==> config.mk <==
export PLATFORM = sky130hd
export DESIGN_NAME = ls_ou
export DESIGN_NICKNAME = d
export VERILOG_FILES = /design/src/rtl/ls_ou.sv
export SDC_FILE = /design/constraint.sdc
export NUM_CORES = 1
export LEC_CHECK = 0
export BUFFER_PORTS_ARGS = -buffer_cell sky130_fd_sc_hd__buf_2
export CAP_MARGIN = 30
export CORE_MARGIN = 5
export CORE_UTILIZATION = 40
export DETAILED_ROUTE_END_ITERATION = 12
export PLACE_DENSITY = 0.72
export REMOVE_ABC_BUFFERS = 1
export SLEW_MARGIN = 20
export SYNTH_ARGS = -nofsm -noshare
export SYNTH_HDL_FRONTEND = slang
export SYNTH_SLANG_ARGS = --single-unit
==> constraint.sdc <==
create_clock -name clk -period 3.1 [get_ports clk]
set_input_delay 0.155 -clock clk [delete_from_list [all_inputs] [get_ports clk]]
set_output_delay 0.155 -clock clk [all_outputs]
set_load 0.02 [all_outputs]
==> src/rtl/ls_ou.sv <==
// rtl/ls_ou.sv - parametrised load/store OU with credit-limited LSQ issue and response FIFO
// Optional store-completion tokens: RCA_LS_STORE_TOKEN_EN
module ls_ou #(
    parameter int         XLEN            = 32,
    parameter bit         IS_STORE        = 1'b0,
    parameter logic [2:0] ACCESS_FN3      = 3'b010,
    parameter int         MAX_OUTSTANDING = 4
) (
    input  logic            clk,
    input  logic            rst,
    input  logic [XLEN-1:0] data_in1,
    input  logic [XLEN-1:0] data_in2,
    input  logic            data_valid_in1,
    input  logic            data_valid_in2,
    output logic            data_in_ack1,
    output logic            data_in_ack2,
    output logic            uses_data_in1,
    output logic            uses_data_in2,
    output logic [XLEN-1:0] data_out,
    output logic            data_valid_out,
    input  logic            data_out_ack,
    output logic [XLEN-1:0] addr,
    output logic [XLEN-1:0] data,
    output logic [2:0]      fn3,
    output logic            load,
    output logic            store,
    output logic            new_request,
    input  logic            lsq_full,
    input  logic [XLEN-1:0] load_data,
    input  logic            load_complete,
    output logic            protocol_err
);
    localparam logic [2:0] LS_B_fn3  = 3'b000;
    localparam logic [2:0] LS_H_fn3  = 3'b001;
    localparam logic [2:0] LS_W_fn3  = 3'b010;
    localparam logic [2:0] LS_BU_fn3 = 3'b100;
    localparam logic [2:0] LS_HU_fn3 = 3'b101;

    localparam int CW = $clog2(MAX_OUTSTANDING + 1);
    localparam int PW = (MAX_OUTSTANDING > 1) ? $clog2(MAX_OUTSTANDING) : 1;
    localparam logic [CW-1:0] MAX_CNT  = CW'(MAX_OUTSTANDING);
    localparam logic [PW-1:0] LAST_PTR = PW'(MAX_OUTSTANDING - 1);
`ifdef RCA_LS_STORE_TOKEN_EN
    localparam bit TOKEN_EN = 1'b1;
`else
    localparam bit TOKEN_EN = 1'b0;
`endif
    localparam bit USE_FIFO = !IS_STORE || TOKEN_EN;

    generate
        if (ACCESS_FN3 != LS_B_fn3 && ACCESS_FN3 != LS_H_fn3 && ACCESS_FN3 != LS_W_fn3 &&
            ACCESS_FN3 != LS_BU_fn3 && ACCESS_FN3 != LS_HU_fn3) begin : g_bad_fn3
            $error("ls_ou: illegal ACCESS_FN3");
        end
        if (MAX_OUTSTANDING < 1 || MAX_OUTSTANDING > 16) begin : g_bad_depth
            $error("ls_ou: MAX_OUTSTANDING out of range 1..16");
        end
    endgenerate

    logic [CW-1:0]   credit_cnt;
    logic [CW-1:0]   fifo_count;
    logic [CW-1:0]   in_flight;
    logic [PW-1:0]   wr_ptr;
    logic [PW-1:0]   rd_ptr;
    logic [XLEN-1:0] mem [MAX_OUTSTANDING];
    logic            perr_q;
    logic            can_issue;
    logic            issue_ok;
    logic            credit_inc;
    logic            push;
    logic            pop;
    logic            unexpected;
    logic [XLEN-1:0] push_data;
    logic [XLEN-1:0] store_data;

    function automatic logic [PW-1:0] next_ptr(input logic [PW-1:0] p);
        return (p == LAST_PTR) ? '0 : p + 1'b1;
    endfunction

    assign uses_data_in1 = 1'b1;
    assign uses_data_in2 = IS_STORE;
    assign fn3           = ACCESS_FN3;
    assign load          = !IS_STORE;
    assign store         = IS_STORE;
    assign addr          = data_in1;

    always_comb begin
        store_data = data_in2;
        case (ACCESS_FN3)
            LS_B_fn3, LS_BU_fn3: store_data = {{(XLEN-8){1'b0}}, data_in2[7:0]};
            LS_H_fn3, LS_HU_fn3: store_data = {{(XLEN-16){1'b0}}, data_in2[15:0]};
            default:             store_data = data_in2;
        endcase
    end

    always_comb begin
        can_issue = credit_cnt < MAX_CNT;
        in_flight = credit_cnt - fifo_count;
        // Without tokens a store never holds a credit, so the limit cannot apply.
        if (IS_STORE)
            issue_ok = data_valid_in1 && data_valid_in2 && !lsq_full && (can_issue || !TOKEN_EN);
        else
            issue_ok = data_valid_in1 && !lsq_full && can_issue;
        new_request    = rst && issue_ok;
        data_in_ack1   = new_request;
        data_in_ack2   = IS_STORE && new_request;
        data           = (IS_STORE && rst) ? store_data : '0;
        data_valid_out = rst && USE_FIFO && (fifo_count != '0);
        data_out       = data_valid_out ? mem[rd_ptr] : '0;
        pop            = data_valid_out && data_out_ack;
        credit_inc     = new_request && USE_FIFO;
        if (IS_STORE) begin
            push       = TOKEN_EN && new_request;
            push_data  = data_in1;
            unexpected = load_complete;
        end else begin
            push       = load_complete && (in_flight != '0);
            push_data  = load_data;
            unexpected = load_complete && (in_flight == '0);
        end
        protocol_err = rst && perr_q;
    end

    always_ff @(posedge clk) begin
        if (!rst) begin
            credit_cnt <= '0;
            fifo_count <= '0;
            wr_ptr     <= '0;
            rd_ptr     <= '0;
            perr_q     <= 1'b0;
        end else begin
            case ({credit_inc, pop})
                2'b10:   credit_cnt <= credit_cnt + 1'b1;
                2'b01:   credit_cnt <= credit_cnt - 1'b1;
                default: credit_cnt <= credit_cnt;
            endcase
            case ({push, pop})
                2'b10:   fifo_count <= fifo_count + 1'b1;
                2'b01:   fifo_count <= fifo_count - 1'b1;
                default: fifo_count <= fifo_count;
            endcase
            if (push) begin
                mem[wr_ptr] <= push_data;
                wr_ptr      <= next_ptr(wr_ptr);
            end
            if (pop)
                rd_ptr <= next_ptr(rd_ptr);
            if (unexpected)
                perr_q <= 1'b1;
        end
    end

    always_ff @(posedge clk) begin
        if (rst && push && !pop)
            assert (fifo_count < MAX_CNT);
    end
endmodule

==> impl_summary.md, run 1 <==
Run status
The flow ran to the end, and the final reports show no timing, DRC or antenna violations.

Floorplanning
The floorplan step set the die height to 134 um. about 210 I/O pins were placed. The area of the die is 18,000 um^2.

The initial utilization of the core area, before any placement, comes to approximately 41%. The core outline area is between 15,000 and 20,000 um^2. The overall die width is 134 um. The floorplan has 45 rows.

Synthesis
In the synthesized netlist, the number of instances is 360. The synthesized netlist devotes 1.28% of its cell area to compound gates. After synthesis the netlist holds a flip-flop and latch count of around 140. After Yosys synthesis, full adders, half adders and majority gates account for under 10% of the synthesized area. The post-synthesis share of cell area spent on and, or, nand and nor gates is 5.57%.

Summing the areas of all xor and xnor instances in the mapped netlist gives 0.854% of the synthesized area. By area, the combinational part of the netlist is dominated by multiplexers. The number of warnings reported in the yosys synthesis log is 0.

The count of unique library cells instantiated by Yosys is 28. The multiplexer share of the synthesized area is 12.0%. The mapped cell area is slightly above 6000 um^2. The post-synthesis average cell area is approximately 17 um^2. Sequential cells were found to cover 66.7% of the synthesized design area.

Final layout
Counting the fill cells in the layout gives 1,282. In the final design database the tool counted around 560 nets. The cell area after layout is about 7300 um^2. Of the cells placed in the final design, the portion with a size suffix greater than 1 is 32.4%. Relative to the synthesized area, the layout overhead comes to 18.8%. The repair_antennas step left the layout with diodes totalling 0.

Timing
Setup repair after global routing left no endpoint under its margin. Setup violations remaining at the end of the flow were counted as 0. The total negative slack for setup checks is 0 ns.

Derived from the worst setup path, the maximum achievable clock frequency is 372 MHz. The slew at the pin closest to its max-slew limit is 0.906 ns. The final clock skew is 0.00723 ns. The hold violation total from the final report is 0. The number of pins with negative max-slew slack in the final report is 0.

The routed design could run at a clock period as short as approximately 2.7 ns. The part of the cycle the worst path needs is between 80% and 90%. Measured against its own limit, the worst slew margin works out to 39.6%.

Global route
Entering global routing, the biggest net connects 35 pins. The layer flagged by global routing as most heavily used is met2. In the global route stage, met2 resource usage came out at between 20% and 30%. In the global route stage, met1 resource usage came out at approximately 18%. The first global-routing pass estimated 18,400 um of wire.

The initial antenna violation count is 0. The global-route usage over all layers is 13.9%. The total congestion overflow is 0. The number of global-route vias before repair is between 3,000 and 4,000. In the global route stage, met3 resource usage came out at 6.86%.

Worst setup path
The worst flop-to-flop path startpoint is credit_cnt[0]. The critical path data arrival time is 3.03 ns. The largest fanout on the critical path is 3. In this run the register-to-register setup slack is 0.41 ns. The startpoint kind of the worst setup timing path is a register.

The kind of critical path is register to register. The endpoint identified for the worst register-to-register timing path is fifo_count[2]. STA classifies the critical path endpoint as a register. Measured in cells, the most critical reg-to-reg path has a length of 12. For the worst setup path, the data required time is about 3.4 ns.

Clock network
Buffers inserted during clock tree synthesis total 17. After clock tree synthesis, the clock-pin slew on the worst setup and hold paths is 0.06 ns. The total of cells resized after clock tree synthesis is 0. The depth of the CTS H-tree is 4. The quantity of hold-fixing buffers added after cts is 33.

At the later pin of the worst-skew pair, clock insertion delay measures 0.41 ns. The CTS tree is yes. The number of buffers between clock root and the deepest sink is 2. The total number of clock tree sinks is 141. The total setup buffers inserted after CTS is 0. CTS placed an instance of sky130_fd_sc_hd__clkbuf_16 at the clock tree root.

Placed design
After detailed placement, the total cell area comes to 6350 um^2. Once detailed placement completed, the half-perimeter wirelength came to 7870 um. The number of input and output port buffers inserted is 73. Routability-driven placement finished with a final weighted congestion of 0.750.

Worst hold path
The cell count of the worst hold path is 3. The worst hold path terminates at perr_q. The class of the tightest hold or removal check is input port to register. The critical hold path startpoint is load_complete.

Route
The number of detailed-route iterations in the first pass is 4. The number of nets with antenna violations after detailed routing is 0. The DRC marker count from the first detailed-route iteration is 169. After detailed routing, the number of remaining DRC violations is 0. The per-cell via count in the routed design is 4.78.

For this block, the routed nets add up to 11,900 um of wire. After detailed routing, the average wire length per cell comes to roughly 18 um. Across all layers, the routed design uses 3,099 vias.

Power and ir drop
The leakage power total is between 2 and 3 nW. Dividing total power by cell area gives a power density of 763 nW/um^2. The worst-case IR drop observed on VDD is 0.368 mV.

Flow run
The max-capacitance violation count is 0.
## routing by layer
metal | up-vias | wire, um | share of wire [%]
li1 | 1398 | - | -
met1 | 1552 | 5170 | 44
met2 | 132 | 5360 | 45
met3 | 17 | 1160 | 9.8
met4 | 0 | 172 | 1.4
met5 | - | 0 | 0
## power by group
group	leakage, nW	total [mW]	switching [mW]	internal, mW
Sequential	1.26	2.36	0.102	2.26
Combinational	1.13	1.08	0.567	0.514
Clock	0.300	2.14	0.723	1.41
Total	2.69	5.58	1.39	4.18
## cells in the mapped netlist, drive strengths merged
library cell	n	share of area, %
a21boi	2	0.24
or3	2	0.22
xor2	3	0.43
nand3	5	0.41
buf	80	9.9
mux4	32	12
o31a	1	0.16
conb	2	0.12
clkbuf	4	0.24
dfxtp	13	4.2
o21ai	4	0.33
o31ai	1	0.12
o21bai	1	0.12
inv	13	0.79
nor2b	1	0.10
nand2	8	0.49
xnor2	3	0.43
mux2i	2	0.33
fa	2	0.65
edfxtp	128	62
and2	41	4.2
ha	9	1.8
nand4bb	1	0.18
a31oi	2	0.31
## placed cells by master, fill, tap and decap left out, drive strengths merged, types with 4 or more instances in the layout
cell type | netlist | final
edfxtp | 128 | 128
buf | 80 | 81
and2 | 41 | 41
conb | 2 | 40
dlygate4sd3 | 0 | 33
mux4 | 32 | 32
clkbuf | 4 | 18
inv | 13 | 13
dfxtp | 13 | 13
ha | 9 | 9
nand2 | 8 | 8
clkinv | 0 | 7
nand3 | 5 | 5
bufinv | 0 | 5
o21ai | 4 | 4
## worst max path at each step
| stage | from | to | slack, ns | cells after the start |
|---|---|---|---|---|
| floorplan | credit_cnt[0] | fifo_count[2] | 0.60 | 12 |
| global placement | credit_cnt[0] | fifo_count[2] | 0.48 | 12 |
| detailed placement | credit_cnt[0] | fifo_count[2] | 0.41 | 12 |
| CTS | credit_cnt[0] | fifo_count[2] | 0.39 | 12 |
| global route | credit_cnt[0] | fifo_count[2] | 0.21 | 12 |
| finish | credit_cnt[0] | fifo_count[2] | 0.41 | 12 |
## layout make-up
type / instances / area, um^2 / area share [%]
Clock inverter: 14 / 199 / 2.72
Multi-Input combinational cell: 160 / 1520 / 20.8
Sequential cell: 141 / 4110 / 56.2
Tap cell: 188 / 235 / 3.22
Inverter: 13 / 48.8 / 0.668
Clock buffer: 18 / 429 / 5.87
Timing Repair Buffer: 114 / 768 / 10.5
## worst max-delay path, stage by stage, from the launching register on
cell	delay [ns]
sky130_fd_sc_hd__dfxtp_1	0.35
sky130_fd_sc_hd__inv_1	0.08
sky130_fd_sc_hd__ha_1	0.19
sky130_fd_sc_hd__nor2b_1	0.13
sky130_fd_sc_hd__xnor2_1	0.27
sky130_fd_sc_hd__a31oi_2	0.18
sky130_fd_sc_hd__inv_1	0.09
sky130_fd_sc_hd__ha_1	0.17
sky130_fd_sc_hd__inv_1	0.06
sky130_fd_sc_hd__fa_1	0.37
sky130_fd_sc_hd__xor2_1	0.16
sky130_fd_sc_hd__or3_2	0.40
sky130_fd_sc_hd__a21boi_0	0.17
## logic make-up (layout without fill, tap and decap cells)
logic type	Yosys count	after routing
DFF	141	141
buffers and inverters	97	159
and+or+nand+nor	58	58
muxes	34	34
adders and majority gates	11	11
AOI/OAI and AO/OA	11	11
xor gates and xnor gates	6	6
other	2	40
## per-stage QoR
step	power (mW)	std cells	setup WS, ns	hold slack (ns)	utilization (%)
2_1_floorplan	3.13	314	0.604	0.254	-
3_3_place_gp	3.44	583	0.480	0.310	41.9
3_5_place_dp	3.48	583	0.411	0.310	41.9
4_1_cts	5.66	648	0.390	0.00581	48.3
5_1_grt	5.84	648	0.214	0.0252	48.3
6_report	5.58	648	0.411	0.0262	48.3
## state kept, by name (all words and copies together), names as in the netlist, named ones only
signal / flops
perr_q: 1
mem: 128
credit_cnt: 3
rd_ptr: 2
fifo_count: 3
wr_ptr: 2
Power figures use the tool's default switching activity.
==> run 2, diff against run 1 <==
- GPL_TIMING_DRIVEN: default -> 0
- PLACE_DENSITY: 0.72 -> 0.75
- clock period: 3.1 -> 2.3 ns (I/O delays scaled with it)
==> impl_summary.md, run 2 (synthesized netlist as in run 1, its figures left out) <==
Timing
The number of pins with negative max-slew slack in the final report is 0 (unchanged). The part of the cycle the worst path needs was 103% (+16 points). The maximum operating frequency is 423 MHz (+14%). The slew at the pin closest to its max-slew limit came to 0.546 ns (-0.360 ns). The minimum hold slack came to 0.122 ns (+0.0961 ns).

The hold violation total from the final report is 0 (unchanged). The final clock skew is 0.00613 ns (-0.00110 ns). The total negative slack for setup checks is -0.0659 ns (-0.0659 ns). Setup repair after global routing could not meet its margin everywhere. The minimum clock period is 2.37 ns (-0.323 ns). The relative slew slack came to 63.6% (+24 points). The post-layout worst setup margin is -0.0659 ns (-0.477 ns). The number of setup violations in the final report came to 1 (+1).

Global route
The first-pass GRT wire length came to 19,400 um (+5.1%). The maximum number of pins on one net before global-route repair came to 20 (-43%). The number of global-route vias before repair is 3,416 (+3.8%).

The total congestion overflow is 0 (unchanged). The initial antenna violation count came to 0 (unchanged). The global-route usage over all layers is 14.8% (+0.91 points).

Final layout
Leaving out fill and tap cells, the most frequent cell in the layout is sky130_fd_sc_hd__edfxtp_1. The top cell types in the final layout, fill and taps aside, are sky130_fd_sc_hd__edfxtp_1, sky130_fd_sc_hd__buf_2, sky130_fd_sc_hd__conb_1. The number of flip-flops in the largest register is 128 (unchanged). The cell area after layout is 7740 um^2 (+5.9%). The area taken by flip-flops and latches is 4120 um^2 (+0.30%). The count of nets after finishing came to 581 (+3.6%).

The area of the multi-input gates came to 1620 um^2 (+6.1%). The growth of design area from synthesis to finish is 25.9%. The final core utilization is 51.1% (+2.9 points). The fraction of layout instances using a drive strength above 1 came to 39.0% (+6.6 points). The non-filler instance count after layout is 668 (+3.1%). The final antenna diode count is 0 (unchanged). The layout filler cell count is 1,226 (-4.4%). The largest registers in the layout are mem: 128 flops, credit_cnt: 3 flops, fifo_count: 3 flops.

The register with the most flip-flops in the final layout is mem.

Floorplanning
The number of I/O pins is 211 (unchanged). The die span in y is 134 um (unchanged). The starting density of the core was 40.6% (unchanged). The core outline area came to 15,100 um^2 (unchanged).

The overall die width was 134 um (unchanged). The area of the die is 18,000 um^2 (unchanged). The floorplan row count is 45 (unchanged).

Route
The number of nets with antenna violations after detailed routing is 0 (unchanged). The vias after detailed routing was 3,240 (+4.5%). The DRC marker count from the first detailed-route iteration is 182 (+7.7%). The routed wirelength normalized by instance count is 19.8 um (+8.0%).

The final wirelength is 13,200 um (+11%). The number of detailed-route iterations in the first pass is 4 (unchanged). The per-cell via count in the routed design is 4.85 (+1.4%). The remaining routing DRC violations is 0 (unchanged).

Placed design
The final weighted congestion in routability-driven placement is 0.624 (-17%). The placed cell count is 580 (-0.51%). The detailed placer's ending HPWL was 7890 um (+0.33%). The standard cell area after detailed placement is 6420 um^2 (+1.1%). The setup slack after placement is -0.671 ns (-1.08 ns). The number of input and output port buffers inserted was 73 (unchanged).

Clock network
The buffer type at the clock tree root is sky130_fd_sc_hd__clkbuf_16. The clock-pin transition on the worst setup and hold timing paths is 0.05 ns (about the same). The insertion delay of the later-clocked pin in the worst-skew pair is 0.41 ns (about the same).

TritonCTS built the clock tree. The number of CTS-inserted buffers is 17 (unchanged). The total number of clock tree sinks is 141 (unchanged). The number of buffers between clock root and the deepest sink is 2 (unchanged).

The depth of the CTS H-tree is 4 (unchanged).

Worst setup path
The endpoint of the lowest-slack register-to-register path is fifo_count[2]. The total number of cells along the worst setup path is 10 (-2). In this run the worst setup path begins at fifo_count[2]. The number of buffers and inverters on the critical path is 2 (-1). STA classifies the critical path startpoint as a register. The critical path data arrival time is 2.70 ns (-0.33 ns). The most numerous cell type found on the critical path is sky130_fd_sc_hd__inv_2. In this design, the largest share of critical-path delay is due to XOR/XNOR gates.

The startpoint identified for the worst register-to-register timing path is fifo_count[2]. The peak per-stage delay on the critical path is 0.43 ns (+0.03 ns). The critical path goes through xor2_1 > xnor2_2 > a31oi_2 > inv_2 > ha_4 > inv_2 > fa_2 > xor2_2 > or3_4 > a21boi_2.

The most critical setup path has its endpoint at fifo_count[2]. The flop-to-flop setup slack came to -0.07 ns (-0.48 ns). The depth of the worst register-to-register path is 10 (-2). The kind of critical path is register to register. The worst setup path is captured at a register.

The cell at the slowest stage of the critical path is sky130_fd_sc_hd__dfxtp_2. The required arrival time at the worst endpoint is 2.63 ns (-0.81 ns). The largest fanout on the critical path is 5 (+2).

Power and ir drop
The power per cell area is 1010 nW/um^2 (+33%). The largest voltage drop on the vdd net is 0.483 mV (+31%). The total power came to 7.83 mW (+40%). The leakage power total is 2.86 nW (+6.3%).

Run status
The checks that failed: setup timing. The flow ran to the end, but the final reports show violations.

Flow run
The max-capacitance violation count is 0 (unchanged).

Worst hold path
The tightest min-delay check is of the input port to register type.
-- run 2: what timing repair did --
action	in CTS	in global routing
resized for setup	11	19
endpoints found under the setup margin	97	131
cloned	1	0
hold buffers	34	0
endpoints found under the hold margin	131	0
setup buffers	9	12
pin swaps	5	7
-- run 2: power breakdown --
group	switching (mW)	leakage [nW]	total [mW]	internal (mW)
registers	0.103	1.26	3.15	3.05
clock network	0.976	0.305	2.77	1.79
logic	0.959	1.29	1.91	0.949
total	2.04	2.86	7.83	5.79
-- run 2: final cells by class --
type	count	share of cell area, %
Timing Repair Buffer	133	14.1
Sequential cell	141	53.2
Clock buffer	28	7.79
Tap cell	188	3.04
Clock inverter	4	0.420
Inverter	13	0.630
Multi-Input combinational cell	161	20.9
-- run 2: worst min-delay path by stage --
stage                          endpoint  slack (ns)  cells past startpoint         start
after floorplan               mem[0][0]        0.21                      0  load_data[0]
after global placement         addr[14]        0.23                      0  data_in1[14]
after detailed placement       addr[14]        0.23                      0  data_in1[14]
after CTS                     wr_ptr[1]        0.11                      3           rst
after global routing      credit_cnt[0]        0.14                      2           rst
final                         wr_ptr[1]        0.12                      3           rst
-- run 2: tightest hold or removal path, cell delays in order --
cell and delay, ns:
sky130_fd_sc_hd__buf_2 0.21, sky130_fd_sc_hd__nand2_1 0.10, sky130_fd_sc_hd__mux2i_1 0.05
-- run 2: routing by layer --
metal / global-route usage [%] / share of wire [%] / vias to the layer above / wire, um
li1: - / - / 1433 / -
met1: 19.3 / 43 / 1629 / 5710
met2: 22.2 / 46 / 157 / 6080
met3: 6.04 / 8.7 / 21 / 1150
met4: 5.83 / 2.0 / 0 / 270
met5: 0.278 / 0 / - / 0
